<file path="src/rtl/quad_encoder_counter.sv">
// Quadrature encoder position counter: per-channel A/B decode with x1/x2/x4 resolution.
// Latency: input stable before edge k -> o_step pulse and count update at edge k+2.
// Backpressure: none; every counted step is reported as a one-cycle o_step pulse.
//
// Ports:
//   i_clk, i_rst_n       clock, synchronous active-low reset
//   i_phase_a/i_phase_b  asynchronous encoder phases, bit n = channel n
//   i_mode               00 = x1, 01 = x2, 10/11 = x4
//   i_cnt_clr            per-channel level-sensitive count clear
//   i_err_clr            clears all sticky error flags
//   o_step/o_dir         step pulse and direction of last step (1 = CW)
//   o_count              signed position, channel n at [n*CNT_WIDTH +: CNT_WIDTH]
//   o_err                sticky illegal-transition flag per channel
module quad_encoder_counter #(
  parameter int CHANNELS  = 2,
  parameter int CNT_WIDTH = 16,
  parameter int WRAP      = 1
) (
  input  logic                            i_clk,
  input  logic                            i_rst_n,
  input  logic [CHANNELS-1:0]             i_phase_a,
  input  logic [CHANNELS-1:0]             i_phase_b,
  input  logic [1:0]                      i_mode,
  input  logic [CHANNELS-1:0]             i_cnt_clr,
  input  logic                            i_err_clr,
  output logic [CHANNELS-1:0]             o_step,
  output logic [CHANNELS-1:0]             o_dir,
  output logic [CHANNELS*CNT_WIDTH-1:0]   o_count,
  output logic [CHANNELS-1:0]             o_err
);

  localparam logic [CNT_WIDTH-1:0] CNT_MAX = {1'b0, {(CNT_WIDTH-1){1'b1}}};
  localparam logic [CNT_WIDTH-1:0] CNT_MIN = {1'b1, {(CNT_WIDTH-1){1'b0}}};
  localparam logic [CNT_WIDTH-1:0] CNT_ONE = {{(CNT_WIDTH-1){1'b0}}, 1'b1};

  // Per-channel {A,B} pairs
  logic [CHANNELS-1:0][1:0]           sync1_q, sync2_q;
  logic [CHANNELS-1:0][1:0]           prev_q, prev_d;
  logic [CHANNELS-1:0][1:0]           leave_q, leave_d;
  logic [CHANNELS-1:0]                leave_vld_q, leave_vld_d;
  logic [CHANNELS-1:0]                step_q, step_d;
  logic [CHANNELS-1:0]                dir_q, dir_d;
  logic [CHANNELS-1:0]                err_q, err_d;
  logic [CHANNELS-1:0][CNT_WIDTH-1:0] cnt_q, cnt_d;
  logic [1:0]                         mode_q;
  logic [1:0]                         start_q, start_d;

  logic                               decode_en;
  logic                               mode_chg;
  logic [CHANNELS-1:0]                qstep, illegal, cw, cnt_en;

  // Decode is held off until P has been loaded from a settled synchronizer.
  assign decode_en = (start_q == 2'd3);
  assign mode_chg  = (i_mode != mode_q);
  assign start_d   = decode_en ? start_q : start_q + 2'd1;

  always_comb begin
    prev_d      = prev_q;
    leave_d     = leave_q;
    leave_vld_d = leave_vld_q;
    step_d      = '0;
    dir_d       = dir_q;
    err_d       = err_q & ~{CHANNELS{i_err_clr}};
    cnt_d       = cnt_q;
    qstep       = '0;
    illegal     = '0;
    cw          = '0;
    cnt_en      = '0;

    for (int ch = 0; ch < CHANNELS; ch++) begin
      qstep[ch]   = decode_en && ((sync2_q[ch] ^ prev_q[ch]) == 2'b01 ||
                                  (sync2_q[ch] ^ prev_q[ch]) == 2'b10);
      illegal[ch] = decode_en && ((sync2_q[ch] ^ prev_q[ch]) == 2'b11);
      // Along 00->10->11->01->00 the old B bit always differs from the new A bit.
      cw[ch]      = prev_q[ch][0] ^ sync2_q[ch][1];

      unique case (i_mode)
        2'b00: begin
          // Full cycle only if we re-enter 00 from the side opposite the exit.
          cnt_en[ch] = qstep[ch] && (sync2_q[ch] == 2'b00) && leave_vld_q[ch] &&
                       (prev_q[ch] == ~leave_q[ch]);
        end
        2'b01:   cnt_en[ch] = qstep[ch] && (sync2_q[ch] == 2'b00 || sync2_q[ch] == 2'b11);
        default: cnt_en[ch] = qstep[ch];
      endcase

      // x1 leave tracking
      if (qstep[ch] && prev_q[ch] == 2'b00) begin
        leave_d[ch]     = sync2_q[ch];
        leave_vld_d[ch] = 1'b1;
      end
      if ((qstep[ch] && sync2_q[ch] == 2'b00) || illegal[ch] || mode_chg || !decode_en) begin
        leave_vld_d[ch] = 1'b0;
      end

      prev_d[ch] = sync2_q[ch];

      if (illegal[ch]) begin
        err_d[ch] = 1'b1;
      end

      if (cnt_en[ch]) begin
        step_d[ch] = 1'b1;
        dir_d[ch]  = cw[ch];
        if (cw[ch]) begin
          if (WRAP != 0 || cnt_q[ch] != CNT_MAX) begin
            cnt_d[ch] = cnt_q[ch] + CNT_ONE;
          end
        end else begin
          if (WRAP != 0 || cnt_q[ch] != CNT_MIN) begin
            cnt_d[ch] = cnt_q[ch] - CNT_ONE;
          end
        end
      end

      // Clear overrides the count but not the step report.
      if (i_cnt_clr[ch]) begin
        cnt_d[ch] = '0;
      end
    end
  end

  always_ff @(posedge i_clk) begin
    if (!i_rst_n) begin
      sync1_q     <= '0;
      sync2_q     <= '0;
      prev_q      <= '0;
      leave_q     <= '0;
      leave_vld_q <= '0;
      step_q      <= '0;
      dir_q       <= '0;
      err_q       <= '0;
      cnt_q       <= '0;
      mode_q      <= 2'b00;
      start_q     <= 2'd0;
    end else begin
      for (int ch = 0; ch < CHANNELS; ch++) begin
        sync1_q[ch] <= {i_phase_a[ch], i_phase_b[ch]};
      end
      sync2_q     <= sync1_q;
      prev_q      <= prev_d;
      leave_q     <= leave_d;
      leave_vld_q <= leave_vld_d;
      step_q      <= step_d;
      dir_q       <= dir_d;
      err_q       <= err_d;
      cnt_q       <= cnt_d;
      mode_q      <= i_mode;
      start_q     <= start_d;
    end
  end

  assign o_step  = step_q;
  assign o_dir   = dir_q;
  assign o_err   = err_q;
  assign o_count = cnt_q;

endmodule

</file>
<file path="config.mk">
export PLATFORM = sky130hd
export DESIGN_NAME = quad_encoder_counter
export DESIGN_NICKNAME = d
export VERILOG_FILES = /design/src/rtl/quad_encoder_counter.sv
export SDC_FILE = /design/constraint.sdc
export NUM_CORES = 1
export LEC_CHECK = 0
export CAP_MARGIN = 10
export CELL_PAD_IN_SITES_DETAIL_PLACEMENT = 1
export CELL_PAD_IN_SITES_GLOBAL_PLACEMENT = 1
export CORE_ASPECT_RATIO = 1.2
export CORE_MARGIN = 2
export CORE_UTILIZATION = 36
export DETAILED_ROUTE_END_ITERATION = 7
export PLACE_DENSITY = 0.74
export RECOVER_POWER = 50
export SYNTH_ARGS = -nofsm -noshare
export SYNTH_HDL_FRONTEND = slang
export SYNTH_SLANG_ARGS = --single-unit
</file>
<file path="constraint.sdc">
create_clock -name i_clk -period 2.73 [get_ports i_clk]
set_clock_uncertainty 0.1 [all_clocks]
set_input_delay 0.273 -clock i_clk [delete_from_list [all_inputs] [get_ports i_clk]]
set_output_delay 0.273 -clock i_clk [all_outputs]
set_load 0.02 [all_outputs]
</file>
==> results.cfg <==
[outcome]
run_status = finished clean

[synth]
netlist_instances = 418
synth-edff-count = 0
ys_ff_latch = 60
ys_warn_count = 0
syn_nets = 436
synth.distinct_cells = 52
syn_area_per_cell_um2 = 8.01
synth-main-ff-cell = dfxtp_1
async_flop_share = 0
ys_seq_area_frac = 0.359
syn_area_um2 = 3350

[cts]
h-tree-depth = 3
clock-sinks = 60
post-cts-setup-buffers = 0
cts_tree = yes
cts_made_buffers = 9
cts_buffer_depth = 2
hold_buffers = 0
clock_latency_ps = 350
path_clk_slew_ps = 80
cts_root_buffer = clkbuf_8

[power_and_ir_drop]
power_switching_share = 0.271
p_comb_frac = 0.122
power.total_w = 0.00209
irDropWorstVdd_v = 0.000263
p_int_w = 0.00153
p_leak_nw = 1.70
switchingPower_w = 0.000567
power_frac_seq = 0.437
clockPowerShare = 0.441
powerDensity_nw_per_um2 = 494

[route]
post_drt_wl_per_cell_um = 16.3
ant_nets = 0
first_pass_iters = 4
drc = 0
drt_iter0_drc = 79
wl_um = 9660
routed_via_density = 5.44
vias = 3221

[floorplanning]
die_w_um = 92.1
fp.dieH_um = 110
io_pins = 49
std_cell_rows = 38
die-area_um2 = 10100
start_util = 0.371
core_area_um2 = 9030

[layout]
nets = 485
layout-drive-gt1-share = 0.104
synthToLayoutAreaGrowth_pct = 26.6
nFillCells = 1080
antennaDiodeCount = 0
layout_commonest_cell = dfxtp_1
layout_common_cells = dfxtp_1 (59), nor2_1 (57), dlygate4sd3_1 (31)

[setup_path]
path_class = register to register
required_ps = 2900
crit_chain = xor2_1, ha_1, nand2_2, or4_4, o21a_1, or4_1, mux2i_1, mux2i_1
r2r_cells = 8
cp_slowest_cell = or4_4
rr_startpoint = prev_d[1]$_SDFF_PN0_
path_depth = 8
r2r_setup_slack_ps = 130
cp-start-kind = register
crit_arrival_ps = 2770
end_kind = register
critPathBufInv = 0
cpMostUsedCell = mux2i_1
critical-path-top-delay-family = simple AND/OR/NAND/NOR gates
r2r-end = o_count[15]$_SDFFE_PP0P_
cp_max_fo = 5
cpPeakStageDelay_ps = 540

[sta]
finalCriticalPeriod_ps = 2600
min_period_over_period = 0.952
rsz0062_at_grt = no
hold_viol_final = 0
max_freq_mhz = 385
worst_pin_slew_ps = 617
setup_viol = 0
drv_slew = 0
max_slew_margin = 0.589
holdWs_ps = 346

[global_route]
grt_pass1_vias = 3322
grt_use_total = 0.202
grt_overflow = 0
grt_pass1_wl_um = 16300
antenna_found_initial = 0
grt_start_max_net_pins = 21

[placed_design]
io_buffers = 48
place_congestion = 0.910
dp_hpwl_um = 7000

[hold_path]
min_to = prev_d[3]$_SDFF_PN0_
hold_path.class = register to register
min_from = sync1_q[3]$_SDFF_PN0_
min_path_cells = 1

[job]
cap_violations = 0
routing by layer:
metal  GRT usage  vias to the layer above  wire length, um
li1            -                     1569                -
met1       0.224                     1570             4040
met2       0.377                       62             5110
met3      0.0439                       20              285
met4      0.0768                        0              221
met5           0                        -                0
registers in the layout, indices dropped and copies added, names as in the netlist:
name / flops
prev_q: 4
mode_q: 2
o_count: 32
o_err: 2
leave_q: 4
prev_d: 4
o_dir: 2
sync1_q: 4
leave_vld_q: 2
o_step: 2
start_q: 2
logic make-up after synthesis:
kind of cell             share of synthesized area
AO/OA/AOI/OAI                                0.114
XOR/XNOR                                    0.0994
adder cells (fa/ha/maj)                     0.0261
buffers and inverters                       0.0523
flip-flops                                   0.359
multiplexers                                0.0452
AND/OR/NAND/NOR                              0.304
cell type report:
cell class / instances / area [um2] / share of cell area
Clock buffer: 9 / 124 / 0.0292
Inverter: 9 / 33.8 / 0.00797
Sequential cell: 60 / 1200 / 0.284
Timing Repair Buffer: 68 / 627 / 0.148
Tap cell: 120 / 150 / 0.0354
Multi-Input combinational cell: 319 / 2000 / 0.472
Clock inverter: 7 / 98.8 / 0.0233
metrics by stage:
| stage | util | area [um2] | setup WS [ps] | TNS, ps | std cells |
|---|---|---|---|---|---|
| floorplan | - | 3360 | -8.93 | -8.93 | 418 |
| global placement | 0.442 | 4000 | 146 | 0 | 576 |
| detailed placement | 0.442 | 4000 | 15.4 | 0 | 576 |
| CTS | 0.468 | 4230 | 69.2 | 0 | 592 |
| global route | 0.469 | 4240 | 10.8 | 0 | 592 |
| finish | 0.469 | 4240 | 132 | 0 | 592 |
worst reg2reg max path, delay by kind of cell (launching register included):
| kind | cells | cell delay (ps) |
|---|---|---|
| muxes | 2 | 370 |
| adders and majority gates | 1 | 310 |
| AOI/OAI and AO/OA | 1 | 130 |
| xor gates and xnor gates | 1 | 170 |
| and+or+nand+nor | 3 | 1080 |
| DFF | 1 | 380 |
synthesized netlist by cell type, types with 12 or more instances:
library cell,count,share of area
clkbuf_1,21,0.024
o21ai_0,15,0.022
a21oi_1,23,0.034
nand2_1,28,0.031
nor3_1,18,0.027
and2_1,12,0.022
nor2_1,57,0.064
nand4_1,14,0.026
mux2i_1,14,0.042
dfxtp_1,60,0.36
xor2_1,16,0.042
xnor2_1,22,0.058
what timing repair did:
action,CTS,global route
resized for setup,2,5
endpoints found under the setup margin,1,2
pin swaps,0,0
worst max-delay path by stage:
stage,startpoint,end,slack [ps]
floorplan,prev_d[1]$_SDFF_PN0_,o_count[14]$_SDFFE_PP0P_,-9
global placement,prev_d[1]$_SDFF_PN0_,o_count[15]$_SDFFE_PP0P_,150
detailed placement,prev_q[0]$_SDFF_PN0_,o_count[13]$_SDFFE_PP0P_,20
CTS,prev_d[1]$_SDFF_PN0_,o_count[15]$_SDFFE_PP0P_,70
global route,prev_d[1]$_SDFF_PN0_,o_count[15]$_SDFFE_PP0P_,10
finish,prev_d[1]$_SDFF_PN0_,o_count[15]$_SDFFE_PP0P_,130
power by group through the flow:
stage / Sequential (W) / Clock (W) / Combinational [W]
6_report: 0.000916 / 0.000924 / 0.000255
5_1_grt: 0.000920 / 0.000987 / 0.000283
4_1_cts: 0.000917 / 0.000944 / 0.000259
3_5_place_dp: 0.000937 / 0 / 0.000256
3_3_place_gp: 0.000936 / 0 / 0.000246
2_1_floorplan: 0.000934 / 0 / 0.000172
No activity file was read; power rests on OpenSTA's default activity.
